[config.mk]
export PLATFORM = sky130hd
export DESIGN_NAME = fetch_ctrl
export DESIGN_NICKNAME = d
export VERILOG_FILES = /design/src/rtl/rv32i_pkg.sv /design/src/rtl/redirect_latch.sv /design/src/rtl/fetch_ctrl.sv
export SDC_FILE = /design/constraint.sdc
export NUM_CORES = 1
export LEC_CHECK = 0
export BUFFER_PORTS_ARGS = -buffer_cell sky130_fd_sc_hd__buf_2
export CAP_MARGIN = 20
export CORE_MARGIN = 4
export CORE_UTILIZATION = 50
export DETAILED_ROUTE_END_ITERATION = 10
export PLACE_DENSITY = 0.82
export RECOVER_POWER = 100
export SETUP_SLACK_MARGIN = 0.3
export SYNTH_ARGS = -nofsm -noshare
export SYNTH_HDL_FRONTEND = slang
export SYNTH_HIERARCHICAL = 1
export SYNTH_SLANG_ARGS = --single-unit
[constraint.sdc]
create_clock -name clk -period 4.74 [get_ports clk]
set_input_delay 0 -clock clk [delete_from_list [all_inputs] [get_ports clk]]
set_output_delay 0 -clock clk [all_outputs]
set_load 0.005 [all_outputs]
[src/rtl/rv32i_pkg.sv]
// Shared fetch-side definitions: state encoding, instruction size, reset pc and target helper.
// FETCH_MISALIGN_EN keeps target[1:0] intact so fetch_ctrl can trap misaligned targets.
package rv32i_pkg;

  typedef enum logic [2:0] {
    StReq,
    StWait,
    StOut,
    StKill,
    StHalt
  } fetch_state_e;

  localparam int unsigned INSTR_BYTES = 4;
  localparam logic [31:0] RESET_PC_DEFAULT = 32'h0000_0000;

  function automatic logic [31:0] redirect_target(input logic is_jalr, input logic [31:0] alu_res);
    logic [31:0] t;
    t = is_jalr ? {alu_res[31:1], 1'b0} : alu_res;
`ifndef FETCH_MISALIGN_EN
    t[1:0] = 2'b00;
`endif
    return t;
  endfunction

endpackage

[src/rtl/redirect_latch.sv]
// Holds a redirect that could not be applied yet because a request is still in flight.
// set wins over clear so a redirect coinciding with the release is never lost.
module redirect_latch (
  input  logic        clk,
  input  logic        rst,
  input  logic        set,
  input  logic [31:0] target,
  input  logic        clear,
  output logic        pend,
  output logic [31:0] pend_addr
);

  logic        pend_q;
  logic [31:0] pend_addr_q;

  always_ff @(posedge clk) begin
    if (rst) begin
      pend_q      <= 1'b0;
      pend_addr_q <= 32'h0000_0000;
    end else if (set) begin
      pend_q      <= 1'b1;
      pend_addr_q <= target;
    end else if (clear) begin
      pend_q      <= 1'b0;
    end
  end

  assign pend      = pend_q;
  assign pend_addr = pend_addr_q;

endmodule

[src/rtl/fetch_ctrl.sv]
// Instruction-fetch sequencer: owns the pc, issues one imem request at a time, drops stale data.
// Define FETCH_MISALIGN_EN to halt on a misaligned redirect target instead of aligning it.
module fetch_ctrl
  import rv32i_pkg::*;
#(
  parameter logic [31:0] RESET_PC = RESET_PC_DEFAULT
) (
  input  logic        clk,
  input  logic        rst,
  input  logic        branch_out,
  input  logic        jal,
  input  logic        jalr,
  input  logic [31:0] alu_out,
  input  logic        stall,
  output logic        imem_req,
  output logic [31:0] imem_addr,
  input  logic        imem_gnt,
  input  logic        imem_rvalid,
  input  logic [31:0] imem_rdata,
  output logic        if_valid,
  output logic [31:0] if_pc,
  output logic [31:0] if_instr,
  output logic        fetch_misalign
);

  fetch_state_e state_q, state_d;
  logic [31:0]  pc_q, pc_d;
  logic [31:0]  if_pc_q, if_instr_q;
  logic         req_q;
  logic         capture;
  logic         redirect;
  logic [31:0]  target;
  logic         gnt_eff;
  logic         pend, pend_set, pend_clr;
  logic [31:0]  pend_addr;

  assign redirect = branch_out | jal | jalr;
  assign target   = redirect_target(jalr, alu_out);
  // A grant only counts while the request line is actually up (not in the post-reset cycle).
  assign gnt_eff  = imem_gnt & req_q;

  redirect_latch u_redirect_latch (
    .clk       (clk),
    .rst       (rst),
    .set       (pend_set),
    .target    (target),
    .clear     (pend_clr),
    .pend      (pend),
    .pend_addr (pend_addr)
  );

  always_comb begin
    state_d  = state_q;
    pc_d     = pc_q;
    pend_set = 1'b0;
    pend_clr = 1'b0;
    capture  = 1'b0;
    unique case (state_q)
      StReq: begin
        if (gnt_eff) begin
          state_d  = (redirect || pend) ? StKill : StWait;
          pend_set = redirect;
        end else begin
          pend_set = redirect;
        end
      end
      StWait: begin
        if (imem_rvalid) begin
          if (redirect) begin
            state_d = StReq;
            pc_d    = target;
          end else begin
            state_d = StOut;
            capture = 1'b1;
          end
        end else if (redirect) begin
          state_d  = StKill;
          pend_set = 1'b1;
        end
      end
      StKill: begin
        if (imem_rvalid) begin
          state_d  = StReq;
          pc_d     = redirect ? target : pend_addr;
          pend_clr = 1'b1;
        end else begin
          pend_set = redirect;
        end
      end
      StOut: begin
        if (redirect) begin
          state_d = StReq;
          pc_d    = target;
        end else if (!stall) begin
          state_d = StReq;
          pc_d    = pc_q + 32'(INSTR_BYTES);
        end
      end
`ifdef FETCH_MISALIGN_EN
      StHalt: begin
        state_d = StHalt;
      end
`endif
      default: begin
        state_d = StReq;
      end
    endcase
`ifdef FETCH_MISALIGN_EN
    if (redirect && (target[1:0] != 2'b00) && (state_q != StHalt)) begin
      state_d  = StHalt;
      pend_set = 1'b0;
      pend_clr = 1'b0;
      capture  = 1'b0;
    end
`endif
  end

`ifdef FETCH_MISALIGN_EN
  logic misalign_q;
`endif

  always_ff @(posedge clk) begin
    if (rst) begin
      state_q    <= StReq;
      pc_q       <= RESET_PC;
      req_q      <= 1'b0;
      if_pc_q    <= RESET_PC;
      if_instr_q <= 32'h0000_0000;
`ifdef FETCH_MISALIGN_EN
      misalign_q <= 1'b0;
`endif
    end else begin
      state_q <= state_d;
      pc_q    <= pc_d;
      req_q   <= (state_d == StReq);
      if (capture) begin
        if_instr_q <= imem_rdata;
        if_pc_q    <= pc_q;
      end
`ifdef FETCH_MISALIGN_EN
      if (state_d == StHalt) misalign_q <= 1'b1;
`endif
    end
  end

  assign imem_req  = req_q;
  assign imem_addr = pc_q;
  assign if_valid  = (state_q == StOut);
  assign if_pc     = if_pc_q;
  assign if_instr  = if_instr_q;

`ifdef FETCH_MISALIGN_EN
  assign fetch_misalign = misalign_q;
`else
  assign fetch_misalign = 1'b0;
`endif

endmodule

==> impl_metrics.yaml <==
outcome:
  status: "complete, but fails checks"
  violations: "max-capacitance violations, max-slew violations"
setup_path:
  worstPathRequired_ns: 5.05
  cp_max_fo: 84
  worstSetupPathType: "in2reg"
  end_kind: "register"
  start_kind: "primary input"
  r2r_cells: 7
  crit_arrival_ns: 3.69
power_and_ir_drop:
  clock_power_share_pct: 49.4
  p_sw_share_pct: 22.2
  p_switching_uw: 602
  power_frac_comb_pct: 7.4
  vdd_drop_max_uv: 242
  finalPower_uw: 2710
  p_leak_uw: 0.00315
  intPower_uw: 2110
  seqPwrFrac_pct: 43.2
  power.density_nw_per_um2: 332
clocking:
  post_cts_buffers: 0
  path_clk_slew_ns: 0.05
  cts_num_sinks: 133
  clock-root-buffer: "clkbuf_16"
  cts_buffer_depth: 2
  clock_latency_ns: 0.42
  tritoncts: "done"
  cts_hold_buf: 85
  cts_resized: 0
  cts_made_buffers: 17
  cts_max_level: 4
timing:
  tightest_slew_ns: 1.75
  fmax_mhz: 296
  rsz0062_at_grt: "false"
  fin_worst_skew_ns: 0.00709
  min_period_ns: 3.38
  finalSetupTns_ns: 0
  post-route-period-util_pct: 71.3
  setup_viol: 0
  fin_ws_ns: 1.36
  relSlewSlack_pct: -16.6
  final_hold_viol_count: 0
  maxSlewViolCount: 118
global_routing:
  grtUsageTotal_pct: 26.7
  grt_pass1_wl_um: 30300
  antenna_found_initial: 0
  grt_pass1_vias: 6052
  grt-ovfl-total: 0
  grt_max_degree: 85
min_path:
  hold_depth: 4
  hold_path.class: "in2reg"
logic_synthesis:
  synth_area_leader_cell: "dfxtp_1"
  yosysWarnings: 6
  postSynthCellCount: 745
  ys_seq_elements: 133
  synth.avg_cell_area_um2: 8.07
  yosys_most_used_dff: "dfxtp_1"
  ys_seq_area_share_pct: 44.3
  synth_cell_types: 58
  synth_area_leaders: "dfxtp_1 (44%), nand2_1 (10%), a21oi_1 (7.7%)"
  async_flop_share_pct: 0
  synth_edf_count: 0
  synth_area_um2: 6010
  synthDominantCellAreaShare_pct: 44.3
floorplanning:
  core_um2: 11600
  rows: 39
  start_util_pct: 51.8
  fp.dieH_um: 118
  io_pins: 171
  die_w_um: 118
  fp.dieArea_um2: 13800
placed_design:
  portBuffers: 167
  dp_slack_ns: 2.35
  gp_congestion: 0.849
  post-dp-hpwl_um: 11100
finish:
  final_util_pct: 70.5
  mostFrequentLayoutCell: "nand2_1"
  num_antenna_cells: 0
  nNetsFinal: 1040
  layout-drive-gt1-share_pct: 15.9
  syn_to_final_growth_pct: 36.1
  final_cell_mix: "nand2_1 (162), dfxtp_1 (133), buf_2 (101), a21oi_1 (93), dlygate4sd3_1 (85)"
detailed_routing:
  vias_per_cell: 5.66
  drc_errors: 0
  ant_nets: 0
  drt_iter0_drc: 614
  dr_total_vias: 6358
  drt_pass1_iterations: 5
  wl_um: 18900
  wire_per_inst_um: 16.8
flow_run:
  drv_cap: 2
worst paths after layout:
path,end,from,slack (ns)
setup / recovery,imem_addr[31]$_SDFFE_PP0P_,rst,1.36
hold reg to reg,if_pc[23]$_SDFFE_PP0P_,if_pc[23]$_SDFFE_PP0P_,0.45
setup reg to reg,if_instr[14]$_SDFFE_PP0P_,state_q[0]$_SDFF_PP0_,2.03
hold / removal,state_q[0]$_SDFF_PP0_,imem_rvalid,0.06
layer usage:
layer | track usage, % | up-vias | wire (um)
li1 | - | 3058 | -
met1 | 33.6 | 2946 | 7870
met2 | 44.2 | 321 | 9010
met3 | 6.92 | 33 | 1630
met4 | 9.52 | 0 | 334
met5 | 0 | - | 0
worst max-delay path, cell delays in order:
cell and delay (ns):
dlygate4sd3_1 0.52, clkbuf_1 1.09, clkbuf_2 1.45, nor2_1 0.06, nand4_1 0.15, mux2i_1 0.08
a311o_1 0.31
cell type report:
cell class	count	area (um^2)
fillers	931	3430
multi-input cells	542	3020
flip-flops and latches	133	2660
repair buffers	261	1670
clock buffers	23	478
well taps	143	179
clock inverters	9	125
inverters	12	46.3
state kept, by name, indices dropped and copies added (netlist names):
name / count
u_redirect_latch/pend_addr: 32
imem_req: 1
if_instr: 32
imem_addr: 32
state_q: 3
u_redirect_latch/pend: 1
if_pc: 32
cell families (layout without fill, tap and decap cells):
kind of cell | count (synthesis) | count (layout) | synth area share [%]
multiplexers | 39 | 39 | 6.51
adder cells (fa/ha/maj) | 1 | 1 | 0.208
AO/OA/AOI/OAI | 186 | 186 | 19.0
XOR/XNOR | 9 | 9 | 1.31
other | 1 | 4 | 0.0624
buffers and inverters | 73 | 305 | 5.85
AND/OR/NAND/NOR | 303 | 303 | 22.8
flip-flops | 133 | 133 | 44.3
power groups by stage:
| stage | logic (uW) | clock network (uW) | registers (uW) |
|---|---|---|---|
| floorplan | 108 | 0 | 1180 |
| global placement | 153 | 0 | 1190 |
| detailed placement | 155 | 0 | 1190 |
| CTS | 197 | 1350 | 1170 |
| global route | 219 | 1400 | 1170 |
| finish | 201 | 1340 | 1170 |
through the flow:
| step | cell area [um^2] | std cells | hold WS (ns) |
|---|---|---|---|
| floorplan | 6020 | 748 | 0.136 |
| global placement | 6820 | 1006 | 0.240 |
| detailed placement | 6820 | 1006 | 0.246 |
| CTS | 8270 | 1123 | 0.0317 |
| global route | 8180 | 1123 | 0.119 |
| finish | 8180 | 1123 | 0.0596 |
synthesized netlist by cell type, drive strengths merged, types with 12 or more instances:
cell type and n:
o21ai 31, nand4 16, nand3 19, buf 17, mux2i 38, nor2 55
nor3 12, nand2 163, clkbuf 44, a21oi 94, dfxtp 133
(Power assumes the default switching activity.)
